$ cat src/rtl/ranc_grid_edge_injector.sv
// West-edge packet injector for the RANC core grid.
// One valid/ready packet stream is steered by its signed dy field into one of NUM_ROWS
// show-ahead FIFOs. Each packet is written with dy made relative to the row it lands in.
// Each row is exposed to its core as empty/ren/packet signals.
// Optional: define RANC_INJECTOR_STATS_EN to add row_inject_count, a saturating 16-bit
// count of FIFO writes for each row.
module ranc_grid_edge_injector #(
  parameter int NUM_ROWS     = 2,
  parameter int DX_MSB       = 29,
  parameter int DX_LSB       = 21,
  parameter int DY_MSB       = 20,
  parameter int DY_LSB       = 12,
  parameter int FIFO_DEPTH   = 4,
  parameter int PACKET_WIDTH = 30
) (
  input  logic                             clk,
  input  logic                             rst,
  input  logic                             in_valid,
  output logic                             in_ready,
  input  logic [PACKET_WIDTH-1:0]          packet_in,
  input  logic [NUM_ROWS-1:0]              ren_in,
  output logic [NUM_ROWS-1:0]              empty_out,
  output logic [NUM_ROWS*PACKET_WIDTH-1:0] packet_out,
  output logic                             drop_error,
  output logic                             underflow_error
`ifdef RANC_INJECTOR_STATS_EN
  ,
  output logic [NUM_ROWS*16-1:0]           row_inject_count
`endif
);

  localparam int PtrW = $clog2(FIFO_DEPTH);
  localparam int CntW = PtrW + 1;
  localparam int DyW  = DY_MSB - DY_LSB + 1;
  localparam int RowW = (NUM_ROWS > 1) ? $clog2(NUM_ROWS) : 1;

  localparam logic [CntW-1:0] DepthCnt  = CntW'(FIFO_DEPTH);
  localparam logic [DyW-1:0]  LastRowDy = DyW'(NUM_ROWS - 1);
  localparam logic [RowW-1:0] LastRow   = RowW'(NUM_ROWS - 1);

  // Stage register
  logic                    stage_valid_q;
  logic [PACKET_WIDTH-1:0] stage_pkt_q;

  // Per-row FIFO state
  logic [PACKET_WIDTH-1:0] mem_q    [NUM_ROWS][FIFO_DEPTH];
  logic [PtrW-1:0]         wr_ptr_q [NUM_ROWS];
  logic [PtrW-1:0]         rd_ptr_q [NUM_ROWS];
  logic [CntW-1:0]         count_q  [NUM_ROWS];

  logic drop_error_q;
  logic underflow_q;

  // Routing of the staged packet
  logic [DyW-1:0]          stage_dy;
  logic [DyW-1:0]          new_dy;
  logic [RowW-1:0]         tgt;
  logic                    drop;
  logic                    tgt_space;
  logic                    stage_adv;
  logic                    wr_en;
  logic [PACKET_WIDTH-1:0] wr_pkt;
  logic [NUM_ROWS-1:0]     push_vec;
  logic [NUM_ROWS-1:0]     pop_vec;
  logic                    accept;

  // Decode the staged packet's dy into a target row and a row-relative dy
  always_comb begin
    stage_dy = stage_pkt_q[DY_MSB:DY_LSB];
    drop     = stage_dy[DyW-1];
    tgt      = LastRow;
    new_dy   = stage_dy - LastRowDy;
    // Non-negative dy inside the grid selects that row exactly; beyond the last row the
    // packet enters the bottom row and keeps travelling the remaining distance.
    if (stage_dy <= LastRowDy) begin
      tgt    = stage_dy[RowW-1:0];
      new_dy = '0;
    end
    wr_pkt                  = stage_pkt_q;
    wr_pkt[DX_MSB:DX_LSB]   = stage_pkt_q[DX_MSB:DX_LSB];
    wr_pkt[DY_MSB:DY_LSB]   = new_dy;
  end

  // Handshake: the stage frees when its packet is dropped or its row has room pre-edge
  always_comb begin
    tgt_space = count_q[tgt] < DepthCnt;
    stage_adv = stage_valid_q & (drop | tgt_space);
    wr_en     = stage_adv & ~drop;
    in_ready  = ~stage_valid_q | stage_adv;
    accept    = in_valid & in_ready;
  end

  // Per-row push/pop decode and row-facing outputs
  always_comb begin
    push_vec   = '0;
    pop_vec    = '0;
    empty_out  = '0;
    packet_out = '0;
    for (int r = 0; r < NUM_ROWS; r++) begin
      push_vec[r]  = wr_en & (tgt == RowW'(r));
      empty_out[r] = (count_q[r] == '0);
      pop_vec[r]   = ren_in[r] & ~empty_out[r];
      if (!empty_out[r]) begin
        packet_out[r*PACKET_WIDTH +: PACKET_WIDTH] = mem_q[r][rd_ptr_q[r]];
      end
    end
  end

  // Stage register and error flags
  always_ff @(posedge clk or negedge rst) begin
    if (!rst) begin
      stage_valid_q <= 1'b0;
      stage_pkt_q   <= '0;
      drop_error_q  <= 1'b0;
      underflow_q   <= 1'b0;
    end else begin
      if (accept) begin
        stage_valid_q <= 1'b1;
        stage_pkt_q   <= packet_in;
      end else if (stage_adv) begin
        stage_valid_q <= 1'b0;
      end
      drop_error_q <= stage_adv & drop;
      if (|(ren_in & empty_out)) begin
        underflow_q <= 1'b1;
      end
    end
  end

  // FIFO pointers and occupancy
  always_ff @(posedge clk or negedge rst) begin
    if (!rst) begin
      for (int r = 0; r < NUM_ROWS; r++) begin
        wr_ptr_q[r] <= '0;
        rd_ptr_q[r] <= '0;
        count_q[r]  <= '0;
      end
    end else begin
      for (int r = 0; r < NUM_ROWS; r++) begin
        if (push_vec[r]) begin
          wr_ptr_q[r] <= wr_ptr_q[r] + PtrW'(1);
        end
        if (pop_vec[r]) begin
          rd_ptr_q[r] <= rd_ptr_q[r] + PtrW'(1);
        end
        if (push_vec[r] && !pop_vec[r]) begin
          count_q[r] <= count_q[r] + CntW'(1);
        end else if (pop_vec[r] && !push_vec[r]) begin
          count_q[r] <= count_q[r] - CntW'(1);
        end
      end
    end
  end

  // FIFO storage; contents are masked by empty_out, so no reset is needed
  always_ff @(posedge clk) begin
    for (int r = 0; r < NUM_ROWS; r++) begin
      if (push_vec[r]) begin
        mem_q[r][wr_ptr_q[r]] <= wr_pkt;
      end
    end
  end

  assign drop_error      = drop_error_q;
  assign underflow_error = underflow_q;

`ifdef RANC_INJECTOR_STATS_EN
  logic [NUM_ROWS*16-1:0] stat_q;

  // Saturating per-row FIFO write counters
  always_ff @(posedge clk or negedge rst) begin
    if (!rst) begin
      stat_q <= '0;
    end else begin
      for (int r = 0; r < NUM_ROWS; r++) begin
        if (push_vec[r] && (stat_q[r*16 +: 16] != 16'hFFFF)) begin
          stat_q[r*16 +: 16] <= stat_q[r*16 +: 16] + 16'd1;
        end
      end
    end
  end

  assign row_inject_count = stat_q;
`endif

endmodule

$ cat config.mk
export PLATFORM = sky130hd
export DESIGN_NAME = ranc_grid_edge_injector
export DESIGN_NICKNAME = d
export VERILOG_FILES = /design/src/rtl/ranc_grid_edge_injector.sv
export SDC_FILE = /design/constraint.sdc
export NUM_CORES = 1
export LEC_CHECK = 0
export BUFFER_PORTS_ARGS = -buffer_cell sky130_fd_sc_hd__buf_2
export CORE_MARGIN = 4
export CORE_UTILIZATION = 51
export DETAILED_ROUTE_END_ITERATION = 6
export GPL_ROUTABILITY_DRIVEN = 0
export PLACE_DENSITY = 0.73
export SETUP_SLACK_MARGIN = 0.15
export SKIP_LAST_GASP = 1
export SLEW_MARGIN = 20
export SYNTH_ARGS = -nofsm -noshare
export SYNTH_HDL_FRONTEND = slang
export SYNTH_SLANG_ARGS = --single-unit
$ cat constraint.sdc
create_clock -name clk -period 3.83 [get_ports clk]
set_clock_uncertainty 0.1 [all_clocks]
set_input_delay 0.383 -clock clk [delete_from_list [all_inputs] [get_ports clk]]
set_output_delay 0.383 -clock clk [all_outputs]
set_load 0.1 [all_outputs]
==> Word level (Yosys, flattened, before mapping) <==
Memories as Yosys holds them, arrays and structs flattened.
Cells that the tools add are included.
{ "word_totals": {"regBits": 47, "ramBits": 240, "inputBits": 35, "output_inout_bits": 65, "elab_cells": 97, "mem_count": 1} }
{ "memory_table": {"columns": ["memory", "depth", "width", "read_ports", "rd_ports_with_merged_regs", "wr", "line_no", "text"], "rows": [
  ["mem_q", 2, 120, 2, 0, 1, "46", "logic [PACKET_WIDTH-1:0] mem_q [NUM_ROWS][FIFO_DEPTH];"]
]} }
{ "op_classes": {"addsub": 9, "n_lt_le_gt_ge": 9, "mux": 30, "bitwise_logic": 21, "n_reduce_logical": 17} }
{ "op_table": {"columns": ["operator", "n"], "rows": [
  ["2-to-1 mux 120 bit", 4],
  ["2-to-1 mux 30 bit", 8],
  ["binary-select mux 30 bit (select 2 bit)", 2],
  ["demux 30 bit (select 2 bit)", 2],
  ["OR reduction 120 bit", 1],
  ["2-to-1 mux 3 bit", 7],
  ["greater-or-equal comparator 3 bit, second input constant", 4],
  ["inverter 2 -> 3 bit", 4],
  ["<= comparator 9 x 1 -> 1 bit, second input constant", 1],
  ["2-to-1 mux 9 bit", 1],
  ["subtractor 9 x 1 -> 9 bit, second input constant", 1],
  ["adder 2 x 1 -> 2 bit, second input constant", 4],
  ["bitwise AND 1 bit", 8],
  ["adder 3 x 1 -> 3 bit, second input constant", 2],
  ["logical AND 1 bit", 6],
  ["logical NOT 3 bit", 2],
  ["< comparator 3 x 1 -> 1 bit, second input constant", 2],
  ["2-to-1 mux 1 bit", 6],
  ["nonzero test 2 bit", 3],
  ["subtractor 3 x 1 -> 3 bit, second input constant", 2],
  ["inverter 1 bit", 5],
  ["logical NOT 1 bit", 4],
  ["< comparator 3 bit, second input constant", 1],
  ["bitwise AND 2 bit", 1],
  ["4 further kinds", 5]
]} }

==> Longest topological paths before layout <==
{ "depth": {"ltp_word": 15, "ltp_mapped": 11, "ltp_nobuf": 11} }

==> Worst setup path before layout <==
OpenSTA, ideal clock, no wires.
{ "synth_path": {"kind": "flip-flop to output port", "start": "register count_q[5] in the netlist's numbering", "end": "output packet_out[20]", "t_arrival_ns": 2.760, "slack_ns": 0.587, "path_stages_with_launch": 4, "path_cell_list": "dfrtp_1 nor3_1 clkbuf_1 nor2b_1"} }
{ "synth_between": {"elab_chain_len": 2} }
{ "synth_rtl": {"columns": ["element", "line_no", "text"], "rows": [
  ["start: declaration", "49", "logic [CntW-1:0] count_q [NUM_ROWS];"],
  ["start signal: indexed assignment", "147", "count_q[r] <= count_q[r] + CntW'(1);"],
  ["start signal: indexed assignment", "149", "count_q[r] <= count_q[r] - CntW'(1);"],
  ["logical NOT 3 bit", "101", "empty_out[r] = (count_q[r] == '0);"],
  ["named net empty_out[0]", "22", "output logic [NUM_ROWS-1:0] empty_out,"],
  ["2-to-1 mux 30 bit", "103", "if (!empty_out[r]) begin"],
  ["end: declaration", "23", "output logic [NUM_ROWS*PACKET_WIDTH-1:0] packet_out,"]
]} }
The timed path passes the listed nets, and every way through them passes these cells.

==> Worst setup path after layout <==
{ "layout_path": {"start": "register rd_ptr_q[0] in the netlist's numbering", "end": "output packet_out[42]"} }
{ "layout_between": {"elab_chain_len": 5} }
{ "layout_rtl": {"columns": ["element", "line_no", "text"], "rows": [
  ["start: declaration", "48", "logic [PtrW-1:0] rd_ptr_q [NUM_ROWS];"],
  ["start signal: indexed assignment", "144", "rd_ptr_q[r] <= rd_ptr_q[r] + PtrW'(1);"],
  ["inverter 2 -> 3 bit (not written as such)", "104", "packet_out[r*PACKET_WIDTH +: PACKET_WIDTH] = mem_q[r][rd_ptr_q[r]];"],
  ["binary-select mux 30 bit (select 2 bit)", "104", null],
  ["2-to-1 mux 30 bit (not written as such) (2 in series)", "104", null],
  ["2-to-1 mux 30 bit", "103", null]
]} }
No other way between the ends. The select of a mux whose other input is x is not followed.

==> impl_metrics.csv <==
group,metric,value,unit
final_layout,drive_above_1_share,36.20,%
timing,finalSetupViolations,0,
yosys,synth_seq_cells,287,
clock_network,cts-htree-levels,1,
critical_path,startpoint_type,"register",
critical_path,rr_worst_depth,10,
placed_design,place_inst,926,
placed_design,hpwl,13920,um
job,maxCapViolations,0,
global_route,grt_pass1_vias,6033,
final_layout,layout_commonest_cell,"edfxtp_1",
yosys,syn_area,11370,um2
critical_path,critPathRequiredTime,3.35,ns
timing,post-route-period-util,82.93,%
yosys,netlist.area_leader.share,63.39,%
timing,hold_violations,0,
yosys,synth_nets,610,
placed_design,post-place-ws,0.8667,ns
clock_network,cts_hold_buf,25,
drt,drtAntennaViolNets,0,
floorplan,die_w,157.3,um
floorplan,fp.dieArea,24740,um2
final_layout,multi_input_area,2858,um2
final_layout,diodes,0,
yosys,ys_top_cells_by_area,"edfxtp_1 (63%), mux4_2 (12%), dfrtp_1 (10%)",
clock_network,ctsResizeCount,0,
final_layout,final_cell_mix,"edfxtp_1 (240), buf_2 (99), nor2b_1 (61), mux4_2 (60), dfrtp_1 (43)",
critical_path,path_class,"register to primary output",
floorplan,start_util,51.93,%
final_layout,area_delta_synth_final,16.84,%
drt,vias_per_cell,5.538,
worst_hold_path,holdPathStages,2,
clock_network,cts_made_buffers,27,
yosys,synth_edf_count,240,
floorplan,row_count,54,
critical_path,cp_max_fo,20,
critical_path,end_kind,"primary output",
yosys,ys_seq_area_share,73.74,%
critical_path,cp.arrival,2.69,ns
yosys,async_reset_ff_share,16.38,%
drt,drt_wl_total,22480,um
yosys,synth_area_per_cell,20.26,um2
clock_network,clk_path_buf_depth,3,
timing,worstMarginPinSlew,0.9631,ns
placed_design,io_buffers,99,
run_status,status,"finished, final reports clean",
clock_network,clkTransAtPathRegs,0.06,ns
worst_hold_path,holdCritPathClass,"input port to register",
final_layout,fillers,1585,
timing,period_needed,3.176,ns
clock_network,cts_setup_buffers,0,
floorplan,pin_count,100,
clock_network,clk_latency,0.53,ns
global_route,antenna_found_initial,0,
timing,maxSlewHeadroom,35.79,%
global_route,grt_pass1_wl,34980,um
timing,setup_slack,0.6537,ns
global_route,gr-total-overflow,0,
timing,slew_violations,0,
drt,drt_iter0_drc,364,
clock_network,root_buffer,"clkbuf_16",
final_layout,nNetsFinal,749,
clock_network,clock_sinks,287,
drt,drcViolationCount,0,
global_route,grt_max_degree,34,
floorplan,core_area,21890,um2
final_layout,regArea,8388,um2
final_layout,final_cells,1001,
drt,dr.pass1.iters,5,
timing,max_freq,314.8,MHz
yosys,synth_top_cell_by_area,"edfxtp_1",
drt,num_vias,5544,
global_route,track_usage,18.70,%
timing,setup_tns,0,ns
yosys,ys_warn_count,0,
yosys,yosys_most_used_dff,"edfxtp_1",
drt,wl_per_cell,22.46,um
yosys,synthCells,561,
clock_network,cts_tree,"yes",
timing,rsz0062_at_grt,"false",
floorplan,chipHeight,157.3,um
yosys,ys_types,38,
-- state kept, by name, indices dropped and copies added, names as in the netlist --
| signal | cells |
|---|---|
| stage_pkt_q | 30 |
| stage_valid_q | 1 |
| mem_q | 240 |
| drop_error | 1 |
| count_q | 6 |
| rd_ptr_q | 4 |
| wr_ptr_q | 4 |
| underflow_error | 1 |
-- layer usage --
metal / vias to the layer above / share of wire (%) / global-route usage, %
met5: - / 0 / 0
met4: 0 / 2.2 / 5.367
met3: 43 / 4.1 / 2.172
met2: 130 / 54 / 33.67
met1: 2897 / 39 / 24.23
li1: 2474 / - / -
-- through the flow --
step / hold slack, ns / util (%) / instance area, um2
after detailed placement: 0.3194 / 55.72 / 12200
final: 0.02123 / 60.68 / 13280
after global routing: 0.01389 / 60.68 / 13280
after global placement: 0.3042 / 55.72 / 12200
after floorplan: -0.01259 / - / 11370
after CTS: 0.005034 / 60.68 / 13280
-- path summary, 6_finish.rpt --
check / slack (ns) / endpoint / from
max: 0.65 / packet_out[42] / rd_ptr_q[0]$_DFFE_PN0P_
min: 0.02 / stage_pkt_q[12]$_DFFE_PN0P_ / packet_in[12]
max reg2reg: 0.85 / count_q[2]$_DFFE_PN0P_ / stage_pkt_q[12]$_DFFE_PN0P_
min reg2reg: 0.39 / underflow_error$_DFFE_PN0P_ / underflow_error$_DFFE_PN0P_
max in group asynchronous: 2.48 / rd_ptr_q[1]$_DFFE_PN0P_ / rst
min in group asynchronous: 0.29 / stage_pkt_q[25]$_DFFE_PN0P_ / rst
-- cell type report --
cell class | count | share of cell area [%]
multi-input cells | 241 | 21.51
clock buffers | 36 | 5.567
inverters | 10 | 0.2826
clock inverters | 14 | 0.7253
repair buffers | 133 | 6.123
well taps | 280 | 2.638
flip-flops and latches | 287 | 63.15
-- logic make-up (layout without fill, tap and decap cells) --
kind of cell,count (synthesis),after routing,synth area share [%]
DFF,287,287,73.74
muxes,91,91,15.22
and+or+nand+nor,108,108,5.811
xor gates and xnor gates,17,17,1.310
buffers and inverters,33,193,1.398
adders and majority gates,14,14,1.673
AOI/OAI and AO/OA,11,11,0.8475
-- critical path: stages, from the launching register on --
cell	delay, ns
dfrtp_2	0.81
buf_4	0.34
mux4_2	0.55
nor2b_1	0.15
buf_2	0.31
-- cell usage after synthesis, types with 5 or more instances --
master and instances:
xnor2_1 10, ha_1 12, buf_1 5, clkbuf_1 9, buf_2 6, nor2b_1 61
dfrtp_1 47, mux2_2 23, nand2_1 6, xor2_1 7, and2_1 9, mux2_4 8
inv_1 10, nor2_1 13, edfxtp_1 240, mux4_2 60
Power is left out: the tool's default activity adds up to more than one toggle a clock period on the data nets, which glitch-free logic cannot reach.
